[src/rtl/types_amba_pkg.sv]
// Shared system-bus width configuration.
// Provides address, data and strobe widths used by bus-side blocks.
package types_amba_pkg;

  localparam int unsigned CFG_SYSBUS_ADDR_BITS  = 32;
  localparam int unsigned CFG_SYSBUS_DATA_BITS  = 32;
  localparam int unsigned CFG_SYSBUS_DATA_BYTES = CFG_SYSBUS_DATA_BITS / 8;

endpackage

[src/rtl/slv_req_arbiter_pkg.sv]
// Types and constants for slv_req_arbiter: state encodings, register struct with its
// reset value, and the requester-selection helper.
package slv_req_arbiter_pkg;

  import types_amba_pkg::*;

  localparam int unsigned NUM_REQ = 2;

  localparam logic [1:0] ST_IDLE = 2'd0;
  localparam logic [1:0] ST_REQ  = 2'd1;
  localparam logic [1:0] ST_RESP = 2'd2;

  typedef enum logic [1:0] {
    StIdle = ST_IDLE,
    StReq  = ST_REQ,
    StResp = ST_RESP
  } arb_state_e;

  typedef struct packed {
    arb_state_e state;
    logic       owner;  // requester holding the grant
    logic       prio;   // round-robin favourite when both request
    logic       last;   // last flag of the beat currently awaiting response
  } arb_regs_t;

  localparam arb_regs_t ARB_REGS_RST = '{
    state: StIdle,
    owner: 1'b0,
    prio:  1'b0,
    last:  1'b0
  };

  // Only meaningful when at least one valid bit is set.
  function automatic logic sel_requester(logic [NUM_REQ-1:0] valid, logic fixed, logic prio);
    if (valid == 2'b11) begin
      return fixed ? 1'b0 : prio;
    end
    return valid[1];
  endfunction

endpackage

[src/rtl/slv_req_arbiter.sv]
// Two-requester arbiter in front of a single downstream bus slave.
// Grants one requester per burst, forwards one beat at a time and routes the
// matching response back to the grant owner.
// Ports:
//   i_clk, i_nrst                       clock, async active-low reset
//   i_req_* / o_req_ready               per-requester beat channel
//   o_resp_* / i_resp_ready             per-requester response channel (shared payload)
//   o_slv_req_* / i_slv_req_ready       downstream beat channel
//   i_slv_resp_* / o_slv_resp_ready     downstream response channel
//   o_owner, o_busy                     current grant, arbiter not idle
module slv_req_arbiter
  import types_amba_pkg::*;
  import slv_req_arbiter_pkg::*;
#(
  parameter bit fixed_prio = 1'b0
) (
  input  logic                                              i_clk,
  input  logic                                              i_nrst,
  input  logic [NUM_REQ-1:0]                                i_req_valid,
  output logic [NUM_REQ-1:0]                                o_req_ready,
  input  logic [NUM_REQ-1:0][CFG_SYSBUS_ADDR_BITS-1:0]      i_req_addr,
  input  logic [NUM_REQ-1:0]                                i_req_write,
  input  logic [NUM_REQ-1:0]                                i_req_last,
  input  logic [NUM_REQ-1:0][CFG_SYSBUS_DATA_BITS-1:0]      i_req_wdata,
  input  logic [NUM_REQ-1:0][CFG_SYSBUS_DATA_BYTES-1:0]     i_req_wstrb,
  output logic [NUM_REQ-1:0]                                o_resp_valid,
  input  logic [NUM_REQ-1:0]                                i_resp_ready,
  output logic [CFG_SYSBUS_DATA_BITS-1:0]                   o_resp_rdata,
  output logic                                              o_resp_err,
  output logic                                              o_slv_req_valid,
  input  logic                                              i_slv_req_ready,
  output logic [CFG_SYSBUS_ADDR_BITS-1:0]                   o_slv_req_addr,
  output logic                                              o_slv_req_write,
  output logic [CFG_SYSBUS_DATA_BITS-1:0]                   o_slv_req_wdata,
  output logic [CFG_SYSBUS_DATA_BYTES-1:0]                  o_slv_req_wstrb,
  output logic                                              o_slv_req_last,
  input  logic                                              i_slv_resp_valid,
  output logic                                              o_slv_resp_ready,
  input  logic [CFG_SYSBUS_DATA_BITS-1:0]                   i_slv_resp_rdata,
  input  logic                                              i_slv_resp_err,
  output logic                                              o_owner,
  output logic                                              o_busy
);

  arb_regs_t r_regs;
  arb_regs_t w_regs_d;

  always_ff @(posedge i_clk or negedge i_nrst) begin
    if (!i_nrst) begin
      r_regs <= ARB_REGS_RST;
    end else begin
      r_regs <= w_regs_d;
    end
  end

  always_comb begin
    w_regs_d         = r_regs;
    o_req_ready      = '0;
    o_resp_valid     = '0;
    o_resp_rdata     = '0;
    o_resp_err       = 1'b0;
    o_slv_req_valid  = 1'b0;
    o_slv_req_addr   = '0;
    o_slv_req_write  = 1'b0;
    o_slv_req_wdata  = '0;
    o_slv_req_wstrb  = '0;
    o_slv_req_last   = 1'b0;
    o_slv_resp_ready = 1'b0;

    unique case (r_regs.state)
      StIdle: begin
        // Grant is registered; the beat is forwarded from the next cycle on.
        if (|i_req_valid) begin
          w_regs_d.state = StReq;
          w_regs_d.owner = sel_requester(i_req_valid, fixed_prio, r_regs.prio);
        end
      end
      StReq: begin
        o_slv_req_valid              = i_req_valid[r_regs.owner];
        o_slv_req_addr               = i_req_addr[r_regs.owner];
        o_slv_req_write              = i_req_write[r_regs.owner];
        o_slv_req_wdata              = i_req_wdata[r_regs.owner];
        o_slv_req_wstrb              = i_req_wstrb[r_regs.owner];
        o_slv_req_last               = i_req_last[r_regs.owner];
        o_req_ready[r_regs.owner]    = i_slv_req_ready;
        if (i_req_valid[r_regs.owner] && i_slv_req_ready) begin
          w_regs_d.state = StResp;
          w_regs_d.last  = i_req_last[r_regs.owner];
        end
      end
      StResp: begin
        o_resp_valid[r_regs.owner] = i_slv_resp_valid;
        o_resp_rdata               = i_slv_resp_rdata;
        o_resp_err                 = i_slv_resp_err;
        o_slv_resp_ready           = i_resp_ready[r_regs.owner];
        if (i_slv_resp_valid && i_resp_ready[r_regs.owner]) begin
          if (r_regs.last) begin
            w_regs_d.state = StIdle;
            w_regs_d.prio  = ~r_regs.owner;
          end else begin
            // Grant is held until the burst's last beat has its response.
            w_regs_d.state = StReq;
          end
        end
      end
      default: begin
        w_regs_d = ARB_REGS_RST;
      end
    endcase
  end

  assign o_owner = r_regs.owner;
  assign o_busy  = (r_regs.state != StIdle);

endmodule

[config.mk]
export PLATFORM = sky130hd
export DESIGN_NAME = slv_req_arbiter
export DESIGN_NICKNAME = d
export VERILOG_FILES = /design/src/rtl/types_amba_pkg.sv /design/src/rtl/slv_req_arbiter_pkg.sv /design/src/rtl/slv_req_arbiter.sv
export SDC_FILE = /design/constraint.sdc
export NUM_CORES = 1
export LEC_CHECK = 0
export BUFFER_PORTS_ARGS = -buffer_cell sky130_fd_sc_hd__buf_2
export CAP_MARGIN = 20
export CORE_AREA = 2 2 112 114
export CTS_CLUSTER_DIAMETER = 30
export CTS_CLUSTER_SIZE = 12
export DETAILED_ROUTE_END_ITERATION = 8
export DIE_AREA = 0 0 114 116
export SYNTH_ARGS = -nofsm -noshare
export SYNTH_HDL_FRONTEND = slang
export SYNTH_SLANG_ARGS = --single-unit
[constraint.sdc]
create_clock -name i_clk -period 1.58 [get_ports i_clk]
set_input_delay 0.079 -clock i_clk [delete_from_list [all_inputs] [get_ports i_clk]]
set_output_delay 0.079 -clock i_clk [all_outputs]
set_load 0.05 [all_outputs]
---- Yosys cells after proc, flatten, opt, wreduce, memory -nomap -nowiden ----
Cells that the tools add are included.
word-level totals
  register bits after elaboration ......... 5
  output and inout port bits .............. 111
  logic and storage cells ................. 75
operators by class
  reduce and logical (&&, ||, !) cells .... 13
  bitwise operators ....................... 6
  multiplexer cells ....................... 43
  equality and inequality tests ........... 7
  order comparisons ....................... 2
operator list
  kind                                                         number
  two-way mux 32 bit                                           7
  two-way mux 1 bit                                            23
  two-way mux 4 bit                                            3
  two-way mux 2 bit                                            4
  != test 2 bit (second input constant)                        4
  OR reduction 2 bit                                           4
  one-hot mux 1 bit (2 select lines)                           3
  one-hot mux 2 bit (3 select lines)                           1
  AND reduction 3 bit                                          2
  bitwise AND 2 bit                                            2
  equality test 2 bit (second input constant)                  2
  inverter 1 bit                                               4
  AND reduction 2 bit                                          2
  logical AND 1 bit                                            3
  two-way mux 3 bit                                            1
  equality test 2 x 1 -> 1 bit (second input constant)         1
  zero test 2 bit                                              1
  less-than comparator 1 x 2 -> 1 bit (second input constant)  1
  nonzero test 2 bit                                           1
  demux 1 bit (select 1 bit)                                   1
  greater-or-equal comparator 1 bit (second input constant)    1

---- Logic depth before layout (Yosys ltp) ----
Gate-level depths: netlist of run 1.
  depth in word-level cells ............... 7
  depth in mapped cells ................... 5
  depth with buffers taken out ............ 5

---- Least setup slack after synthesis of run 1 ----
OpenSTA, ideal clock, no wires.
  path type ............................... register to output
  start point ............................. register r_regs, in the netlist o_owner
  end point ............................... output port o_slv_req_addr[10]
  required time ........................... 1501 ps
  setup slack ............................. -407 ps
  arrival ................................. 1908 ps
  stages on the path, launching flop included .. 6
  cells stage by stage .................... dfrtp_1 > buf_6 > buf_4 > buf_4 > mux2i_1 > nor2_1
between the ends
  cells in the longest elaborated chain, start to end .. 3
ends and longest elaborated chain
  what                                                   RTL line               text
  start: declaration                                     slv_req_arbiter.sv:45  arb_regs_t r_regs;
  start signal: assignment                               slv_req_arbiter.sv:52  r_regs <= w_regs_d;
  two-way mux 32 bit (implied by the code) (2 in a row)  slv_req_arbiter.sv:80  o_slv_req_addr = i_req_addr[r_regs.owner];
  two-way mux 32 bit                                     slv_req_arbiter.sv:70  unique case (r_regs.state)
  end: declaration                                       slv_req_arbiter.sv:32  output logic [CFG_SYSBUS_ADDR_BITS-1:0] o_slv_req_addr,
No other way between the ends. The select of a mux whose other input is x is not followed.

---- Final worst setup path of run 1 ----
  start point ............................. register r_regs, in the netlist o_owner
  end point ............................... register r_regs[4] (netlist bit)
between the ends
  cells in the longest elaborated chain, start to end .. 5
ends and longest elaborated chain
  what                                                      RTL line
  two-way mux 1 bit, on equally long branches (2 in a row)  slv_req_arbiter.sv:96, slv_req_arbiter.sv:86
  logical AND 1 bit, on equally long branches               slv_req_arbiter.sv:96, slv_req_arbiter.sv:86
  != test 2 bit (no line)                                   n/a
  AND reduction 3 bit (no line) *                           n/a
Every way passes the cells marked *; elsewhere a longest branch is shown, timed or not. The select of a mux whose other input is x is not followed.
A chain may end at the register's enable or synchronous reset.

==> metrics.csv, run 1 <==
metric;value;unit
drc_errors;0;
pin_count;292;
failed_checks;negative setup slack;
wl_met2;5750;um
slowest_delay;500;ps
leakagePower;2.463;nW
synth.area.top_cells;mux2i_1 (42%), nor2_1 (17%), and2_1 (12%);
worstRegToRegCells;5;
die_w;114;um
clock-sinks;5;
rsz0062_at_grt;yes;
grt_max_degree;35;
via_per_inst;4.162;
highest_layer;met4;
num_rows;40;
yosysUniqueCellTypes;23;
yosys.area_share.adder;4.367;%
place_area;3978;um2
wl_per_cell;14.78;um
fin_util;46.20;%
crit_chain;buf_6, mux2i_2, o21ai_2, o221a_4, mux2_4;
wl_met1;3806;um
power_density;1903;nW/um2
initial_utilization;14.43;%
fillers;1127;
yosys.area.top_type;mux2i_1;
clk_pin_slew;30;ps
grtUsageTotal;12.14;%
synth-async-reset-ratio;100.0;%
drt-initial-drc-count;62;
cts_tree;done;
finalCritPeriodShare;103.8;%
crit_path_top_delay_cell;dfrtp_4;
clockRootBuffer;clkbuf_16;
clk_path_buf_depth;2;
synth_edf_count;0;
yosys.area_share.simple;31.08;%
endpoint_kind;register;
fin_area;5503;um2
synth_xor_area_share;0;%
crit_fanout;4;
syn_area;1719;um2
hold_ws;201.3;ps
dr_wl_met3;680;um
globalplace.congestion;0.7930;
layout.nets;745;
antenna_cells;0;
clock_latency;230;ps
crit_type;reg2reg;
synthesis.nets;427;
finalHoldViolCount;0;
seq_area_frac_synth;7.278;%
tightest_slew;293.8;ps
grt_pass1_vias;2784;
fin_ws;-60.36;ps
die_y;116;um
synth_compound_area_share;4.003;%
avgSynthCellArea;7.163;um2
syn2layout_area_growth;220.1;%
cap_violations;0;
numCtsBuffers;3;
syn_inst;240;
antenna_found_initial;0;
grt_first_pass_wirelength;13140;um
setup_viol;44;
slew_headroom;79.86;%
core_area;11910;um2
dp_hpwl;7065;um
status;finished, violations left;
worst_setup_path_start_kind;register;
synth_top_family_by_area;multiplexers;
critPathArrivalTime;1750;ps
firstDrtPassIters;4;
achievable-frequency;609.6;MHz
grt_overflow;0;
numPortBuffers;291;
drive_gt1_share;84.02;%
min-delay-path-class;in2async;
synth_top_area_share;41.92;%
cts-htree-levels;1;
die_area;13220;um2
drt_wl_total;10400;um
final_antenna_net_count;0;
p_total;0.01047;W
slew_viol_final;0;
ys_warn_count;0;
setup-tns-final;-1228;ps
synth-main-ff-cell;dfrtp_1;
irDropWorstVdd;1.161;mV
synth_commonest_cells;nor2_1 (77), mux2i_1 (72), and2_1 (33);
synth_seq_cells;5;
synth.most_common_cell;nor2_1;
min_period;1640;ps
critPathRequiredTime;1690;ps
synth.mux.area_fraction;44.98;%
skew;1.600;ps
vias;2930;
-- sequential cells by signal (all words and copies together), names as in the netlist --
| name | cells |
|---|---|
| o_owner | 1 |
| r_regs | 4 |
-- through the flow --
step | instances | worst slack, ps
floorplan | 240 | -286.1
global placement | 685 | 18.27
detailed placement | 685 | -3.616
CTS | 693 | -70.13
global route | 704 | -105.8
finish | 704 | -60.36
-- cells by family after synthesis --
logic type      after synthesis
compound gates                8
buf+inv                      28
flops                         5
fa+ha+maj                     6
mux                          76
simple gates                117
-- layout by cell type, fill, tap and decap left out, types with 4 or more instances in the layout --
cell	count
buf_2	184
buf_6	89
nor2_4	49
mux2i_4	34
and2_1	32
buf_4	31
mux2i_1	24
nor2_2	23
mux2i_2	14
buf_8	10
clkbuf_16	8
buf_12	7
nor2_1	5
inv_1	5
ha_1	4
-- per-layer routing --
| layer | global-route usage (%) | up-vias |
|---|---|---|
| met5 | 0 | - |
| met1 | 14.26 | 1330 |
| met3 | 1.831 | 15 |
| met2 | 22.94 | 143 |
| li1 | - | 1442 |
| met4 | 3.252 | 0 |
-- worst max-delay path, delay by kind of cell, from the launching register on --
| kind | cells | cell delay, ps |
|---|---|---|
| AOI/OAI and AO/OA | 2 | 420 |
| buffers and inverters | 1 | 140 |
| DFF | 1 | 500 |
| muxes | 2 | 460 |
-- layout make-up --
cell class / count / area, um2 / share of cell area [%]
clock buffer: 4 / 78.83 / 1.432
inverter: 9 / 43.79 / 0.7958
multi-input combinational: 207 / 2386 / 43.36
sequential: 5 / 130.1 / 2.365
tap: 147 / 183.9 / 3.342
timing repair buffer: 331 / 2671 / 48.54
timing repair inverter: 1 / 8.758 / 0.1592
-- repair_timing --
item | in CTS | in global routing
endpoints found under the hold margin | 5 | 0
hold buffers | 1 | 0
pin swaps | 0 | 1
buffers inserted | 2 | 5
gates cloned | 1 | 6
gates resized for setup | 216 | 108
setup endpoints to repair | 109 | 111
-- report_power, final --
part,internal [W],switching [W]
logic,0.00406,0.00573
registers,0.000196,0.0000672
clock network,0.000334,0.0000845
total,0.00459,0.00588
-- final timing paths --
check	to	slack, ps	from
min reg2reg	r_regs[0]$_DFFE_PN0P_	500	r_regs[0]$_DFFE_PN0P_
min in group i_clk	o_owner$_DFFE_PN0P_	260	i_req_valid[0]
max in group asynchronous	o_owner$_DFFE_PN0P_	1230	i_nrst
max reg2reg	r_regs[4]$_DFFE_PN0P_	-60	o_owner$_DFFE_PN0P_
max	r_regs[4]$_DFFE_PN0P_	-60	o_owner$_DFFE_PN0P_
min	r_regs[0]$_DFFE_PN0P_	200	i_nrst
No activity file was read; power rests on OpenSTA's default activity.
==> run 2, diff against run 1 <==
--- a/config.mk
+++ b/config.mk
@@ -12,6 +12,7 @@
 export CTS_CLUSTER_SIZE = 12
 export DETAILED_ROUTE_END_ITERATION = 8
 export DIE_AREA = 0 0 114 116
+export RECOVER_POWER = 25
 export SYNTH_ARGS = -nofsm -noshare
 export SYNTH_HDL_FRONTEND = slang
 export SYNTH_SLANG_ARGS = --single-unit
==> metrics.csv, run 2 (synthesis results as in run 1) <==
metric;value;unit
layout.nets;745;
critPathArrivalTime;1750;ps
crit_type;reg2reg;
slew_headroom;79.86;%
final_common_cell;buf_2;
wl_met2;5754;um
numCtsBuffers;3;
final_antenna_net_count;0;
r2r-end;r_regs[4]$_DFFE_PN0P_;
vias;2939;
drt-initial-drc-count;63;
die_area;13220;um2
critPathRequiredTime;1690;ps
r2r_start;o_owner$_DFFE_PN0P_;
endpoint_kind;register;
cts-htree-levels;1;
cp.depth;5;
skew;1.600;ps
clock_latency;230;ps
slew_viol_final;0;
leakagePower;2.457;nW
wl_met1;3779;um
worst-path-buf-inv;1;
drc_errors;0;
fin_util;46.06;%
grt_overflow;0;
achievable-frequency;609.8;MHz
crit_path_top_delay_cell;dfrtp_4;
grtUsageTotal;12.14;%
p_total;0.01045;W
pin_count;292;
worst_setup_path_start_kind;register;
dr_wl_met3;695;um
grt_max_degree;35;
largest_register_ffs;4;
fin_ws;-59.97;ps
antenna_found_initial;0;
clockRootBuffer;clkbuf_16;
failed_checks;negative setup slack;
power_density;1905;nW/um2
min_period;1640;ps
firstDrtPassIters;4;
dp_hpwl;7065;um
clk_path_buf_depth;2;
cts_tree;done;
clk_pin_slew;30;ps
crit_fanout;4;
highest_layer;met4;
cap_violations;0;
setup_viol;44;
numPortBuffers;291;
crit_path_start;o_owner$_DFFE_PN0P_;
regMostFlops;r_regs;
min-delay-path-class;in2async;
clock-sinks;5;
crit_family;flip-flops;
tightest_slew;293.8;ps
antenna_cells;0;
slowest_delay;500;ps
layout_common_cells;buf_2 (181), buf_6 (85), nor2_4 (49);
finalHoldViolCount;0;
critPathCapture;r_regs[4]$_DFFE_PN0P_;
finalCritPeriodShare;103.8;%
worstRegToRegCells;5;
r2r_slack;-60;ps
syn2layout_area_growth;219.1;%
initial_utilization;14.43;%
via_per_inst;4.175;
irDropWorstVdd;1.161;mV
drive_gt1_share;83.84;%
die_w;114;um
crit_chain;buf_6, mux2i_2, o21ai_2, o221a_4, mux2_4;
drt_wl_total;10400;um
fillers;1131;
globalplace.congestion;0.7930;
status;finished, violations left;
num_rows;40;
rsz0062_at_grt;yes;
grt_pass1_vias;2784;
grt_first_pass_wirelength;13140;um
die_y;116;um
wl_per_cell;14.77;um
core_area;11910;um2
[run 2: layout make-up]
| cell class | count | area [um2] | share of cell area [%] |
|---|---|---|---|
| repair inverters | 1 | 8.758 | 0.1596 |
| inverters | 9 | 43.79 | 0.7982 |
| well taps | 147 | 183.9 | 3.352 |
| repair buffers | 331 | 2655 | 48.39 |
| multi-input cells | 207 | 2386 | 43.49 |
| clock buffers | 4 | 78.83 | 1.437 |
| flip-flops and latches | 5 | 130.1 | 2.372 |
[run 2: timing repair]
item                                   CTS  global route
cloned                                   1             6
resized for setup                      216           108
setup endpoints to repair              109           111
buffers inserted                         2             5
endpoints found under the hold margin    5             0
pin swaps                                0             1
hold buffers                             1             0
[run 2: worst min-delay path by stage]
stage | slack, ps | start | cells past startpoint | endpoint
after floorplan | -220 | i_nrst | 0 | o_owner$_DFFE_PN0P_
after global placement | -100 | i_nrst | 1 | o_owner$_DFFE_PN0P_
after CTS | 210 | i_nrst | 2 | r_regs[0]$_DFFE_PN0P_
final | 240 | i_nrst | 2 | r_regs[0]$_DFFE_PN0P_
after detailed placement | -100 | i_nrst | 1 | o_owner$_DFFE_PN0P_
after global routing | 290 | i_nrst | 2 | o_owner$_DFFE_PN0P_
[run 2: worst reg2reg max path, cell delays in order (launching register included)]
cell     delay (ps)
dfrtp_4         500
buf_6           140
mux2i_2         160
o21ai_2         200
o221a_4         220
mux2_4          300
[run 2: metal layers]
layer,GRT usage (%),vias up
met5,0,-
met4,3.252,0
met3,1.831,15
met2,22.94,146
met1,14.26,1335
li1,-,1443
[run 2: report_power, final]
part           leakage (nW)  internal [W]  switching, W  total, W
logic                  2.36       0.00405       0.00572   0.00977
registers            0.0620      0.000196     0.0000672  0.000264
clock network        0.0382      0.000334     0.0000845  0.000419
[run 2: per-stage QoR]
| step | cells | setup TNS, ps | setup WS (ps) | hold WS (ps) | instance area [um2] |
|---|---|---|---|---|---|
| 4_1_cts | 693 | -1720 | -70.13 | 212.7 | 4808 |
| 6_report | 704 | -1227 | -59.97 | 242.6 | 5487 |
| 2_1_floorplan | 240 | -4050 | -286.1 | -216.6 | 2127 |
| 3_5_place_dp | 685 | -5.749 | -3.616 | -98.26 | 3978 |
| 5_1_grt | 704 | -3766 | -105.8 | 291.6 | 5487 |
| 3_3_place_gp | 685 | 0 | 18.27 | -103.1 | 3978 |
